[src/rtl/ps2_host_tx.sv]
// PS/2 host-to-device transmitter: inhibit, request-to-send, 8 data + odd parity + stop, ack check.
// Latency: INH+1 cycles of clock inhibit, then paced by the device clock; done pulses one cycle at the end.
// Backpressure: cmd_ready is high only in IDLE; cmd_valid while busy is dropped. Optional retry: PS2_HOST_TX_RETRY_EN.
module ps2_host_tx #(
  parameter int CLK_HZ     = 50000000,
  parameter int INHIBIT_US = 100,
  parameter int TIMEOUT_US = 15000,
  parameter int FILTER_LEN = 8
) (
  input  logic       clk,
  input  logic       reset,
  input  logic       cmd_valid,
  input  logic [7:0] cmd_data,
  output logic       cmd_ready,
  input  logic       ps2_clk_in,
  input  logic       ps2_dat_in,
  output logic       ps2_clk_oe,
  output logic       ps2_dat_oe,
  output logic       busy,
  output logic       done,
  output logic [1:0] status
`ifdef PS2_HOST_TX_RETRY_EN
  ,
  output logic       retried
`endif
);

  localparam int INH  = CLK_HZ / 1000000 * INHIBIT_US;
  localparam int TO   = CLK_HZ / 1000000 * TIMEOUT_US;
  localparam int INH_W = $clog2(INH + 1);
  localparam int TO_W  = $clog2(TO + 1);
  localparam int FC_W  = $clog2(FILTER_LEN + 1);

  localparam logic [INH_W-1:0] INH_LAST = INH_W'(INH - 1);
  localparam logic [TO_W-1:0]  TO_LOAD  = TO_W'(TO - 1);
  localparam logic [FC_W-1:0]  FC_LAST  = FC_W'(FILTER_LEN - 1);

  localparam logic [1:0] ST_OK   = 2'b00;
  localparam logic [1:0] ST_NACK = 2'b01;
  localparam logic [1:0] ST_TO   = 2'b10;

  typedef enum logic [3:0] {
    IDLE, INHIBIT, RTS, START, SHIFT, PARITY, STOP, ACK, WAIT_IDLE, FIN
  } state_t;

  state_t state, nxt;

  // Bit 0 carries the PS/2 clock, bit 1 the PS/2 data.
  logic [1:0]      raw;
  logic [1:0]      sync_a, sync_b, filt;
  logic [FC_W-1:0] fcnt [2];
  logic            clk_d;
  logic            fe;

  logic [7:0]       shreg;
  logic             par;
  logic [2:0]       bitcnt;
  logic [INH_W-1:0] inh_cnt;
  logic [TO_W-1:0]  to_cnt;
  logic [1:0]       stat_q;
  logic             timed;
  logic             to_hit;
  logic             retry_go;

`ifdef PS2_HOST_TX_RETRY_EN
  logic       retry_used;
  logic [7:0] byte_q;
`endif

  assign raw = {ps2_dat_in, ps2_clk_in};

  // Two-flop synchronisers; idle bus level is high.
  always_ff @(posedge clk or posedge reset) begin
    if (reset) begin
      sync_a <= 2'b11;
      sync_b <= 2'b11;
    end else begin
      sync_a <= raw;
      sync_b <= sync_a;
    end
  end

  // Glitch filter: a new level is taken only after FILTER_LEN consecutive agreeing samples.
  always_ff @(posedge clk or posedge reset) begin
    if (reset) begin
      filt <= 2'b11;
      for (int i = 0; i < 2; i++) fcnt[i] <= '0;
    end else begin
      for (int i = 0; i < 2; i++) begin
        if (sync_b[i] == filt[i]) begin
          fcnt[i] <= '0;
        end else if (fcnt[i] == FC_LAST) begin
          filt[i] <= sync_b[i];
          fcnt[i] <= '0;
        end else begin
          fcnt[i] <= fcnt[i] + 1'b1;
        end
      end
    end
  end

  // Delayed filtered clock for falling-edge detection.
  always_ff @(posedge clk or posedge reset) begin
    if (reset) clk_d <= 1'b1;
    else       clk_d <= filt[0];
  end

  assign fe     = clk_d & ~filt[0];
  assign timed  = state inside {START, SHIFT, PARITY, STOP, ACK, WAIT_IDLE};
  assign to_hit = timed && (to_cnt == '0);

`ifdef PS2_HOST_TX_RETRY_EN
  assign retry_go = ~retry_used & (to_hit | (stat_q == ST_NACK));
`else
  assign retry_go = 1'b0;
`endif

  // State register.
  always_ff @(posedge clk or posedge reset) begin
    if (reset) state <= IDLE;
    else       state <= nxt;
  end

  // Next-state logic; timeout overrides any edge seen in the same cycle.
  always_comb begin
    nxt = state;
    case (state)
      IDLE:      if (cmd_valid) nxt = INHIBIT;
      INHIBIT:   if (inh_cnt == INH_LAST) nxt = RTS;
      RTS:       nxt = START;
      START:     if (fe) nxt = SHIFT;
      SHIFT:     if (fe && bitcnt == 3'd7) nxt = PARITY;
      PARITY:    if (fe) nxt = STOP;
      STOP:      if (fe) nxt = ACK;
      ACK:       if (fe) nxt = WAIT_IDLE;
      WAIT_IDLE: if (filt == 2'b11) nxt = retry_go ? INHIBIT : FIN;
      FIN:       nxt = IDLE;
      default:   nxt = IDLE;
    endcase
    if (to_hit) nxt = retry_go ? INHIBIT : FIN;
  end

  // Datapath: byte/parity latch, bit shifting, inhibit and timeout counters, result capture.
  always_ff @(posedge clk or posedge reset) begin
    if (reset) begin
      shreg   <= '0;
      par     <= 1'b0;
      bitcnt  <= '0;
      inh_cnt <= '0;
      to_cnt  <= '0;
      stat_q  <= ST_OK;
`ifdef PS2_HOST_TX_RETRY_EN
      retry_used <= 1'b0;
      byte_q     <= '0;
`endif
    end else begin
      inh_cnt <= (state == INHIBIT) ? inh_cnt + 1'b1 : '0;
      if (state == RTS)                to_cnt <= TO_LOAD;
      else if (timed && to_cnt != '0)  to_cnt <= to_cnt - 1'b1;

      if (state == IDLE && cmd_valid) begin
        shreg <= cmd_data;
        par   <= ~^cmd_data;
`ifdef PS2_HOST_TX_RETRY_EN
        byte_q     <= cmd_data;
        retry_used <= 1'b0;
`endif
      end

      if (to_hit) begin
        stat_q <= ST_TO;
      end else begin
        if (state == START && fe) bitcnt <= '0;
        if (state == SHIFT && fe) begin
          shreg  <= {1'b0, shreg[7:1]};
          bitcnt <= bitcnt + 1'b1;
        end
        if (state == ACK && fe) stat_q <= filt[1] ? ST_NACK : ST_OK;
      end

`ifdef PS2_HOST_TX_RETRY_EN
      // Restart with the original byte; shreg has been consumed by the first attempt.
      if (nxt == INHIBIT && state != IDLE) begin
        shreg      <= byte_q;
        retry_used <= 1'b1;
      end
`endif
    end
  end

  // Outputs decode straight from state so a reset releases the lines without waiting for a clock.
  always_comb begin
    cmd_ready  = (state == IDLE);
    busy       = (state != IDLE);
    ps2_clk_oe = (state == INHIBIT) || (state == RTS);
    done       = (state == FIN);
    status     = (state == FIN) ? stat_q : 2'b00;
    case (state)
      RTS, START: ps2_dat_oe = 1'b1;
      SHIFT:      ps2_dat_oe = ~shreg[0];
      PARITY:     ps2_dat_oe = ~par;
      default:    ps2_dat_oe = 1'b0;
    endcase
`ifdef PS2_HOST_TX_RETRY_EN
    retried = (state == FIN) && retry_used;
`endif
  end

endmodule
[config.mk]
export PLATFORM = sky130hd
export DESIGN_NAME = ps2_host_tx
export DESIGN_NICKNAME = d
export VERILOG_FILES = /design/src/rtl/ps2_host_tx.sv
export SDC_FILE = /design/constraint.sdc
export NUM_CORES = 1
export LEC_CHECK = 0
export CAP_MARGIN = 5
export CORE_MARGIN = 3
export CORE_UTILIZATION = 60
export DETAILED_ROUTE_END_ITERATION = 7
export PLACE_DENSITY = 0.9
export SYNTH_ARGS = -nofsm -noshare
export SYNTH_HDL_FRONTEND = slang
export SYNTH_SLANG_ARGS = --single-unit
[constraint.sdc]
create_clock -name clk -period 5.71 [get_ports clk]
set_clock_uncertainty 0.05 [all_clocks]
set_input_delay 0.8565 -clock clk [delete_from_list [all_inputs] [get_ports clk]]
set_output_delay 0.8565 -clock clk [all_outputs]
set_load 0.01 [all_outputs]
==> impl_results.md <==
* TritonCTS clock tree: yes
* Clock Power Share at 0.222
* Setup tns final at 0 ns
* Largest net degree at the start of global routing at 67
* Dominant synthesized flop cell: dfrtp_1
* Max Slew Vio Count at 0
* Final min period at 3.39 ns
* First-pass GRT wire length at 11100 um
* Port Buf Inserts at 19
* Count of warnings emitted by yosys at 0
* Die H at 81.5 um
* Combinational group share of total power at 0.313
* Lkg Pwr at 1.52 nW
* Wl on met1 at 2940 um
* Syn_nets at 354
* Fin crit share at 0.593
* Fmax at 295 MHz
* Top-area cell type share of the netlist area at 0.431
* FP Rows at 26
* Total power at 1.52 mW
* Layout area overhead at 10.7%
* Clk sinks at 66
* I/O pin total at 20
* Met3 Wirelength at 320 um
* Sequential cell area fraction in the yosys report at 0.485
* Dpl ws at 2.70 ns
* GR Overflow Total at 0
* Max Cap Viol at 0
* Mean Syn Cell Area at 10.2 um^2
* Final nets at 370
* Crit. End Element: output port
* Startpoint Class: flip-flop
* #FFs+latches synth at 66
* Critical path peak fanout at 17
* Crit path required time at 4.80 ns
* Setup ws final at 2.32 ns
* Top cells by area, synth: dfrtp_1 43%, dfstp_2 5.4%, mux2i_1 5.3%
* Post-Synthesis Cells at 334
* Synth cell types at 51
* Gr usage total at 0.220
* Non-filler cells, final at 425
* CTS H-tree depth at 3
* Top cell type by total area after synthesis: dfrtp_1
* Worst-Margin Slew at 0.803 ns
* R2R depth at 5
* Length of routed met2 wiring at 3070 um
* Uppermost layer routed: met4
* Hold Fails Final Rpt at 0
* Reg-to-reg setup timing slack at 2.89 ns
* Final GP Congestion at 0.914
* 1st-iter DRT viols at 200
* Reg2reg start: to_cnt[13]$_DFFE_PP0P_
* Cell count after placement at 409
* Initial core utilization at 0.645
* Critical path startpoint: state[1]$_DFFE_PP0P_
* Die area at 6650 um^2
* Post-CTS Resized at 0
* Switching share of power at 0.360
* WL/cell at 15.2 um
* Root buf cell: clkbuf_8
* Final Hold Slack at 0.311 ns
* RSZ-0062 raised after global routing: false
* Max incr delay on CP at 0.89 ns
* Async SR Flop Fraction at 1.00
* Post-DR vias/cell at 5.91
* Share of post-route cells with drive strength above 1 at 0.115
* Maximum clock path buffer count at 2
* DP HPWL at 4320 um
* CP Cell Sequence: or4b_2, nand2_1, clkdlybuf4s50_1
* Postcts setup bufs at 0
* Vias in the first global route at 2496
* Min-Delay Startpoint: sync_a[0]$_DFF_PP1_
* Status: complete, no violations
* Die Wd at 81.5 um
* Post-synth EDFFs at 0
* Sequential share of power at 0.466
* Crit Path Class: flip-flop to output port
* Diode count at 0
* Power Internal at 0.973 mW
* First-pass DRT Iterations at 4
* Max IR drop VDD at 0.256 mV
* Hold path endpoint: sync_b[0]$_DFF_PP1_
* CP max stage cell: or4b_2
* R2R Path End: shreg[5]$_DFF_PP0_
* Setup violations, final at 0
* Post-cts hold buffer count at 0
* Vias at 2512
* Antenna-violating nets left at 0
* Worst hold-check path type: flip-flop to flip-flop
* Power Density at 402 nW/um^2
* Post-Syn Area at 3420 um^2
* Routed WL at 6440 um
* Worst skew pair latency at 0.35 ns
* Max-slew headroom at 0.464
* Total net switching power at 0.548 mW
* Initial antenna violation count at 0
* Core Footprint at 5300 um^2
* Worst EP arrival at 2.48 ns
* Worst-path clk slew at 0.07 ns
* Residual DRC at 0
* CTS Buf Count at 9
* Worst hold stages at 0
==> power by group through the flow <==
stage | Combinational (mW) | Sequential (mW) | Clock (mW)
floorplan | 0.403 | 0.653 | 0
global placement | 0.457 | 0.702 | 0
detailed placement | 0.476 | 0.713 | 0
CTS | 0.480 | 0.706 | 0.345
global route | 0.531 | 0.725 | 0.369
finish | 0.476 | 0.708 | 0.337
==> cell usage after synthesis, types with 2 or more instances <==
| library cell | instances |
|---|---|
| or4_1 | 10 |
| nor3_1 | 14 |
| dfrtp_1 | 59 |
| buf_6 | 3 |
| inv_1 | 10 |
| and3_1 | 5 |
| o31ai_1 | 7 |
| nor2b_1 | 4 |
| dfstp_2 | 7 |
| clkbuf_1 | 10 |
| nor4_1 | 5 |
| or3_1 | 6 |
| o21bai_1 | 2 |
| nand2_1 | 16 |
| or4b_2 | 2 |
| ha_1 | 7 |
| a21o_1 | 2 |
| or3_2 | 2 |
| mux2i_1 | 18 |
| or4_2 | 4 |
| o21ai_0 | 10 |
| nand2b_1 | 2 |
| nor2_1 | 40 |
| a21oi_1 | 17 |
| a21oi_2 | 2 |
| xor2_1 | 7 |
| nor4b_1 | 2 |
| and2_1 | 5 |
| xnor2_1 | 17 |
| nand3_1 | 17 |
| mux2_2 | 2 |
==> cell type report <==
| class | count | area (um^2) |
|---|---|---|
| tap | 70 | 87.6 |
| fill | 378 | 1520 |
| sequential | 66 | 1660 |
| timing repair buffer | 20 | 198 |
| multi-input combinational | 243 | 1640 |
| inverter | 10 | 37.5 |
| clock inverter | 3 | 15.0 |
| clock buffer | 13 | 149 |
==> cells by family after synthesis <==
kind of cell / count (synthesis) / share of synthesized area
AND/OR/NAND/NOR: 139 / 0.216
flip-flops: 66 / 0.485
AO/OA/AOI/OAI: 53 / 0.117
buffers and inverters: 25 / 0.0355
XOR/XNOR: 24 / 0.0614
multiplexers: 20 / 0.0592
adder cells (fa/ha/maj): 7 / 0.0256
==> per-stage QoR <==
| stage | utilization | cell area, um^2 |
|---|---|---|
| after floorplan | - | 3420 |
| after global placement | 0.683 | 3620 |
| after detailed placement | 0.683 | 3620 |
| after CTS | 0.714 | 3790 |
| after global routing | 0.714 | 3790 |
| final | 0.714 | 3790 |
==> state kept, by name, summed over array words and instances, names as in the netlist <==
name     cells
to_cnt      20
bitcnt       3
stat_q       2
filt         2
state        4
clk_d        1
shreg        8
par          1
inh_cnt     13
fcnt         8
sync_b       2
sync_a       2
==> worst max-delay path, delay by kind of cell, from the launching register on <==
| family | cells | cell delay [ns] |
|---|---|---|
| simple gates | 2 | 1.02 |
| buf+inv | 1 | 0.56 |
| flops | 1 | 0.56 |
==> how the worst max path moves through the flow <==
| stage | to | cells past startpoint |
|---|---|---|
| 4_1_cts | ps2_clk_oe | 3 |
| 6_report | ps2_clk_oe | 3 |
| 3_3_place_gp | ps2_clk_oe | 3 |
| 5_1_grt | ps2_clk_oe | 3 |
| 3_5_place_dp | ps2_clk_oe | 3 |
| 2_1_floorplan | ps2_clk_oe | 5 |
==> per-layer routing <==
| metal | vias to the layer above | global-route usage |
|---|---|---|
| li1 | 1234 | - |
| met3 | 16 | 0.0669 |
| met1 | 1209 | 0.272 |
| met5 | - | 0 |
| met2 | 53 | 0.355 |
| met4 | 0 | 0.0963 |
==> layout by cell type (no fill, tap or decap), drive strengths merged, types with 2 or more instances in the layout <==
| master | Yosys | final |
|---|---|---|
| nor3 | 14 | 14 |
| ha | 7 | 7 |
| xor2 | 7 | 7 |
| or3 | 8 | 8 |
| or4b | 3 | 3 |
| dfrtp | 59 | 59 |
| nand2 | 16 | 16 |
| o21ai | 11 | 11 |
| o21bai | 2 | 2 |
| nand2b | 2 | 2 |
| and2 | 5 | 5 |
| a21o | 2 | 2 |
| clkbuf | 10 | 13 |
| o211ai | 2 | 2 |
| clkdlybuf4s50 | 0 | 19 |
| o2111ai | 2 | 2 |
| nor4b | 2 | 2 |
| clkinv | 0 | 3 |
| xnor2 | 17 | 17 |
| a2111oi | 2 | 2 |
| mux2i | 18 | 18 |
| nor2b | 4 | 4 |
| and3 | 5 | 5 |
| o31ai | 8 | 8 |
| mux2 | 2 | 2 |
| a21oi | 19 | 19 |
| nor4 | 5 | 5 |
| nand3 | 17 | 17 |
| dfstp | 7 | 7 |
| a211oi | 2 | 2 |
| inv | 10 | 10 |
| nor2 | 40 | 40 |
| or4 | 15 | 15 |
(Power assumes the default switching activity.)
